===== config.mk =====
export PLATFORM = sky130hd
export DESIGN_NAME = mips_multicycle_fsm
export DESIGN_NICKNAME = d
export VERILOG_FILES = /design/src/rtl/mips_multicycle_fsm.sv
export SDC_FILE = /design/constraint.sdc
export NUM_CORES = 1
export LEC_CHECK = 0
export CAP_MARGIN = 20
export CORE_MARGIN = 8
export CORE_UTILIZATION = 48
export DETAILED_ROUTE_END_ITERATION = 10
export HOLD_SLACK_MARGIN = 0.08
export MAX_ROUTING_LAYER = met4
export PLACE_DENSITY = 0.81
export SLEW_MARGIN = 20
export SYNTH_ARGS = -nofsm -noshare
export SYNTH_HDL_FRONTEND = slang
export SYNTH_SLANG_ARGS = --single-unit

===== constraint.sdc =====
create_clock -name clk -period 1.92 [get_ports clk]
set_input_delay 0.288 -clock clk [delete_from_list [all_inputs] [get_ports clk]]
set_output_delay 0.288 -clock clk [all_outputs]
set_load 0.005 [all_outputs]

===== src/rtl/mips_multicycle_fsm.sv =====
// Multicycle MIPS control FSM: owns the state register and decodes every
// datapath strobe from it (Moore, plus opcode/funct/zero where used).
module mips_multicycle_fsm #(
  parameter int unsigned STATE_W         = 4,
  parameter int unsigned MEM_WAIT_CYCLES = 1,
  parameter int unsigned ENABLE_IMM      = 1,
  parameter int unsigned COUNT_W         = 32
) (
  input  logic               clk,
  input  logic               rst,
  input  logic [5:0]         opcode,
  input  logic [5:0]         funct,
  input  logic               zero,
  output logic [STATE_W-1:0] state,
  output logic               pc_write,
  output logic               ir_write,
  output logic               reg_write,
  output logic               reg_dst,
  output logic               mem_to_reg,
  output logic               i_or_d,
  output logic               mem_wr_ena,
  output logic               aluSrcA,
  output logic [1:0]         aluSrcB,
  output logic [3:0]         aluControl,
  output logic [1:0]         pc_src,
  output logic               illegal_op,
  output logic [COUNT_W-1:0] instr_count
);

  typedef enum logic [3:0] {
    S_FETCH            = 4'd0,
    S_READ_FROM_MEMORY = 4'd1,
    S_EXECUTE          = 4'd2,
    S_ALU_WRITEBACK    = 4'd3,
    S_DECODE           = 4'd4,
    S_MEM_ADDR         = 4'd5,
    S_MEM_READ         = 4'd6,
    S_MEM_WRITEBACK    = 4'd7,
    S_MEM_WRITE        = 4'd8,
    S_BRANCH           = 4'd9,
    S_JUMP             = 4'd10,
    S_IMM_EXECUTE      = 4'd11,
    S_IMM_WRITEBACK    = 4'd12,
    S_ILLEGAL          = 4'd13
  } state_t;

  localparam logic [3:0] ALU_OP_ADD = 4'h0;
  localparam logic [3:0] ALU_OP_SUB = 4'h2;
  localparam logic [3:0] ALU_OP_AND = 4'h4;
  localparam logic [3:0] ALU_OP_OR  = 4'h5;
  localparam logic [3:0] ALU_OP_SLT = 4'hA;

  localparam logic [5:0] OP_RTYPE = 6'b000000;
  localparam logic [5:0] OP_LW    = 6'b100011;
  localparam logic [5:0] OP_SW    = 6'b101011;
  localparam logic [5:0] OP_BEQ   = 6'b000100;
  localparam logic [5:0] OP_J     = 6'b000010;
  localparam logic [5:0] OP_ADDI  = 6'b001000;
  localparam logic [5:0] OP_ANDI  = 6'b001100;
  localparam logic [5:0] OP_ORI   = 6'b001101;
  localparam logic [5:0] OP_SLTI  = 6'b001010;

  state_t             r_state;
  state_t             w_next;
  logic [3:0]         r_wait;
  logic               w_wait_done;
  logic               w_in_wait;
  logic               r_illegal;
  logic [COUNT_W-1:0] r_count;
  logic               w_unused_funct_hi;

  assign w_unused_funct_hi = ^funct[5:4];
  assign w_in_wait   = (r_state == S_READ_FROM_MEMORY) || (r_state == S_MEM_READ);
  assign w_wait_done = (r_wait == 4'(MEM_WAIT_CYCLES - 1));

  assign state       = STATE_W'(r_state);
  assign illegal_op  = r_illegal;
  assign instr_count = r_count;

  always_ff @(posedge clk or posedge rst) begin
    if (rst) begin
      r_state   <= S_FETCH;
      r_wait    <= '0;
      r_illegal <= 1'b0;
      r_count   <= '0;
    end else begin
      r_state <= w_next;
      if (w_in_wait && !w_wait_done) r_wait <= r_wait + 4'd1;
      else                           r_wait <= '0;
      // Flag rises together with entry so it is visible in the first ILLEGAL cycle.
      if (w_next == S_ILLEGAL) r_illegal <= 1'b1;
      if (w_next == S_FETCH && r_state != S_FETCH) r_count <= r_count + COUNT_W'(1);
    end
  end

  always_comb begin
    w_next     = r_state;
    pc_write   = 1'b0;
    ir_write   = 1'b0;
    reg_write  = 1'b0;
    reg_dst    = 1'b0;
    mem_to_reg = 1'b0;
    i_or_d     = 1'b0;
    mem_wr_ena = 1'b0;
    aluSrcA    = 1'b0;
    aluSrcB    = 2'b00;
    aluControl = ALU_OP_ADD;
    pc_src     = 2'b00;
    case (r_state)
      S_FETCH: begin
        aluSrcB  = 2'b01;
        pc_write = 1'b1;
        w_next   = S_READ_FROM_MEMORY;
      end
      S_READ_FROM_MEMORY: begin
        ir_write = w_wait_done;
        if (w_wait_done) w_next = S_DECODE;
      end
      S_DECODE: begin
        aluSrcB = 2'b11;
        case (opcode)
          OP_RTYPE:                         w_next = S_EXECUTE;
          OP_LW, OP_SW:                     w_next = S_MEM_ADDR;
          OP_BEQ:                           w_next = S_BRANCH;
          OP_J:                             w_next = S_JUMP;
          OP_ADDI, OP_ANDI, OP_ORI, OP_SLTI:
            w_next = (ENABLE_IMM != 0) ? S_IMM_EXECUTE : S_ILLEGAL;
          default:                          w_next = S_ILLEGAL;
        endcase
      end
      S_EXECUTE: begin
        aluSrcA    = 1'b1;
        aluControl = funct[3:0];
        w_next     = S_ALU_WRITEBACK;
      end
      S_ALU_WRITEBACK: begin
        reg_write = 1'b1;
        reg_dst   = 1'b1;
        w_next    = S_FETCH;
      end
      S_MEM_ADDR: begin
        aluSrcA = 1'b1;
        aluSrcB = 2'b10;
        w_next  = (opcode == OP_LW) ? S_MEM_READ : S_MEM_WRITE;
      end
      S_MEM_READ: begin
        i_or_d = 1'b1;
        if (w_wait_done) w_next = S_MEM_WRITEBACK;
      end
      S_MEM_WRITEBACK: begin
        reg_write  = 1'b1;
        mem_to_reg = 1'b1;
        w_next     = S_FETCH;
      end
      S_MEM_WRITE: begin
        i_or_d     = 1'b1;
        mem_wr_ena = 1'b1;
        w_next     = S_FETCH;
      end
      S_BRANCH: begin
        aluSrcA    = 1'b1;
        aluControl = ALU_OP_SUB;
        pc_src     = 2'b01;
        pc_write   = zero;
        w_next     = S_FETCH;
      end
      S_JUMP: begin
        pc_src   = 2'b10;
        pc_write = 1'b1;
        w_next   = S_FETCH;
      end
      S_IMM_EXECUTE: begin
        aluSrcA = 1'b1;
        aluSrcB = 2'b10;
        case (opcode)
          OP_ANDI: aluControl = ALU_OP_AND;
          OP_ORI:  aluControl = ALU_OP_OR;
          OP_SLTI: aluControl = ALU_OP_SLT;
          default: aluControl = ALU_OP_ADD;
        endcase
        w_next = S_IMM_WRITEBACK;
      end
      S_IMM_WRITEBACK: begin
        reg_write = 1'b1;
        w_next    = S_FETCH;
      end
      S_ILLEGAL: w_next = S_ILLEGAL;
      default:   w_next = S_FETCH;
    endcase
    if (rst) begin
      pc_write   = 1'b0;
      ir_write   = 1'b0;
      reg_write  = 1'b0;
      reg_dst    = 1'b0;
      mem_to_reg = 1'b0;
      i_or_d     = 1'b0;
      mem_wr_ena = 1'b0;
      aluSrcA    = 1'b0;
      aluSrcB    = 2'b00;
      aluControl = 4'h0;
      pc_src     = 2'b00;
    end
  end

endmodule


==> flow_summary.yaml <==
routing:
  drt-initial-drc-count: 168
  drt-wirelength-per-cell_um: 17.1
  antenna_left: 0
  route.detailed.drc: 0
  num_vias: 2464
  first_pass_iters: 5
  wirelength_mm: 7.47
  vias_per_cell: 5.64
grt:
  grt-ovfl-total: 0
  grt_antenna_before_repair: 0
  grtUsageTotal_pct: 19.0
  grt_max_degree: 42
  grt_pass1_vias: 2251
  grt_pass1_wl_mm: 11.0
outcome:
  violations: "setup timing"
  status: "complete, but fails checks"
yosys:
  synth_edf_count: 0
  synthFlopType: "dfrtp_1"
  ys_warn_count: 0
  synth-seq-area-share_pct: 43.9
  ys_types: 50
  postSynthNetCount: 265
  ys_async_sr_fraction_pct: 100
  synth_area_um2: 2340
  synth_area_per_cell_um2: 9.47
  ys_ff_latch: 41
  syn_inst: 247
placed_design:
  dp_hpwl_mm: 4.72
  dp.cells: 412
  numPortBuffers: 65
  place_congestion: 0.876
pwr:
  p_int_mw: 2.33
  p_sw_share_pct: 36.9
  p_leak_nw: 1.72
  comb_power_share_pct: 52.4
  seq_power_share_pct: 28.4
  power.total_mw: 3.70
  vdd.ir_drop.worst_mv: 0.719
  power_density_nw_per_um2: 968
  switchingPower_mw: 1.36
  clockPowerShare_pct: 19.2
final_layout:
  insertedDiodeCount: 0
  multiInputGateArea_um2: 1430
  num-fill-cells: 263
  instances_no_fill: 437
  nNetsFinal: 387
  syn_to_final_growth_pct: 63.2
  final_layout_size_suffix_gt1_share_pct: 33.2
  seq_area_um2: 1030
cts:
  path_clk_slew_ns: 0.07
  cts.path.max_buffers: 2
  clock-sinks: 41
  cts_buffers: 5
  h-tree-depth: 2
  cts_tree: "yes"
  clk_latency_ns: 0.29
  cts_root_buf: "clkbuf_8"
timing:
  tightest_slew_ns: 0.465
  rsz0062_at_grt: "true"
  finalCriticalPeriod_ns: 2.13
  hold_viol_final: 0
  skew_ns: 0.00916
  setup_viol: 13
  setup_ws_ns: -0.205
  relSlewSlack_pct: 69.0
  drv_slew: 0
  finalCritPeriodShare_pct: 111
  max_freq_ghz: 0.470
setup_path:
  cp_slowest_cell: "dfrtp_1"
  crit_arrival_ns: 1.84
  cp_cell_sequence: "buf_4, buf_4, nor3_4, buf_4, a21oi_1, nor2_1, clkdlybuf4s15_2"
  cp_common_cell: "buf_4"
  worstPathRequired_ns: 1.63
  start_kind: "register"
  cp_max_fo: 21
  cp_slowest_stage_delay_ns: 0.39
  end_kind: "output port"
  criticalPathCategory: "register to output port"
floorplanning:
  start_util_pct: 49.5
  dieArea_um2: 7360
  chipHeight_um: 85.8
  coreArea_um2: 4720
  chipWidth_um: 85.8
  rows: 25
  ios: 68
job:
  drv_cap: 0
worst_hold_path:
  hp-class: "register to register"
==> path summary, 6_finish.rpt <==
path | slack, ns | cells after the start | from | endpoint
worst max-delay path | -0.21 | 7 | state[2] | aluSrcA
worst min-delay path | 0.47 | 1 | instr_count[31] | instr_count[31]
worst max register to register | -0.02 | 8 | state[1] | instr_count[12]
worst min register to register | 0.47 | 1 | instr_count[31] | instr_count[31]
max in group asynchronous | 1.09 | 4 | rst | state[0]
min in group asynchronous | 0.63 | 4 | rst | instr_count[9]
==> cells in the mapped netlist (2+ instances only) <==
library cell  count  share of area (%)
dfrtp_1          41                 44
nand2_1          32                5.1
xnor2_1          25                9.4
nor2_1           24                3.9
nor3_1           15                3.2
nand3_1          10                2.1
xor2_1            8                3.0
a21oi_1           7                1.5
buf_2             7                1.5
nand4_1           7                1.9
and3_1            6                1.6
and4_1            6                2.2
inv_1             6               0.96
nor4_1            4                1.1
ha_1              3                1.6
nor2b_1           3               0.80
or3_1             3               0.80
a31o_1            2               0.75
a31oi_1           2               0.53
a32oi_1           2               0.75
buf_4             2               0.64
clkbuf_1          2               0.32
nand2b_1          2               0.53
nor4_2            2                1.1
==> state kept, by name, summed over array words and instances, names as in the netlist <==
signal,count
instr_count,32
state,4
illegal_op,1
r_wait,4
==> layout make-up <==
cell class	instances	share of cell area [%]
Inverter	6	0.656
Timing Repair Buffer	127	29.7
Tap cell	67	2.20
Sequential cell	41	27.0
Multi-Input combinational cell	188	37.4
Clock buffer	7	2.26
Clock inverter	1	0.787
==> routing by layer <==
layer	track usage [%]	part of all wire [%]	vias to the layer above	wire, um
li1	-	-	1126	-
met1	22.3	41	1203	3050
met2	32.4	52	116	3870
met3	3.15	5.6	19	418
met4	5.73	1.8	0	136
met5	-	0	-	0
==> power by group through the flow <==
| stage | Combinational [mW] | Clock, mW | Sequential [mW] |
|---|---|---|---|
| after floorplan | 0.760 | 0 | 1.06 |
| after global placement | 1.43 | 0 | 1.07 |
| after detailed placement | 1.45 | 0 | 1.07 |
| after CTS | 1.66 | 0.715 | 1.04 |
| after global routing | 2.03 | 0.757 | 1.06 |
| final | 1.94 | 0.709 | 1.05 |
==> stage by stage <==
step	hold WS [ns]	worst slack (ns)	utilization, %	TNS, ns	instance area (um2)
global route	0.493	-0.284	80.8	-2.52	3820
CTS	0.476	-0.119	76.7	-0.288	3620
detailed placement	0.462	-0.557	71.0	-3.48	3350
finish	0.474	-0.205	80.8	-0.847	3820
floorplan	0.453	0.144	-	0	2340
global placement	0.460	-0.524	71.0	-2.76	3350
==> cell families after synthesis <==
kind of cell | after synthesis | synth area share [%]
flip-flops | 41 | 43.9
adder cells (fa/ha/maj) | 3 | 1.61
AND/OR/NAND/NOR | 124 | 28.5
AO/OA/AOI/OAI | 27 | 9.36
buffers and inverters | 18 | 3.91
XOR/XNOR | 33 | 12.4
multiplexers | 1 | 0.428
==> cells in the final DEF (no fill, tap or decap), drive strengths merged, types with 8 or more instances in the layout <==
cell            n
nand2          33
dfrtp          41
nor2           24
nand3          10
buf            71
clkdlybuf4s50  47
xor2            8
clkbuf          9
xnor2          25
nor3           16
==> worst max-delay path, delay by kind of cell, from the launching register on <==
| kind | cells | cell delay (ns) |
|---|---|---|
| flip-flops | 1 | 0.39 |
| AO/OA/AOI/OAI | 1 | 0.04 |
| buffers and inverters | 4 | 0.73 |
| AND/OR/NAND/NOR | 2 | 0.37 |
==> repair_timing <==
item	in CTS	in global routing
hold buffers	0	0
endpoints found under the setup margin	33	37
buffers inserted	8	10
pin swaps	8	18
gates resized for setup	80	36
Power figures use the tool's default switching activity.
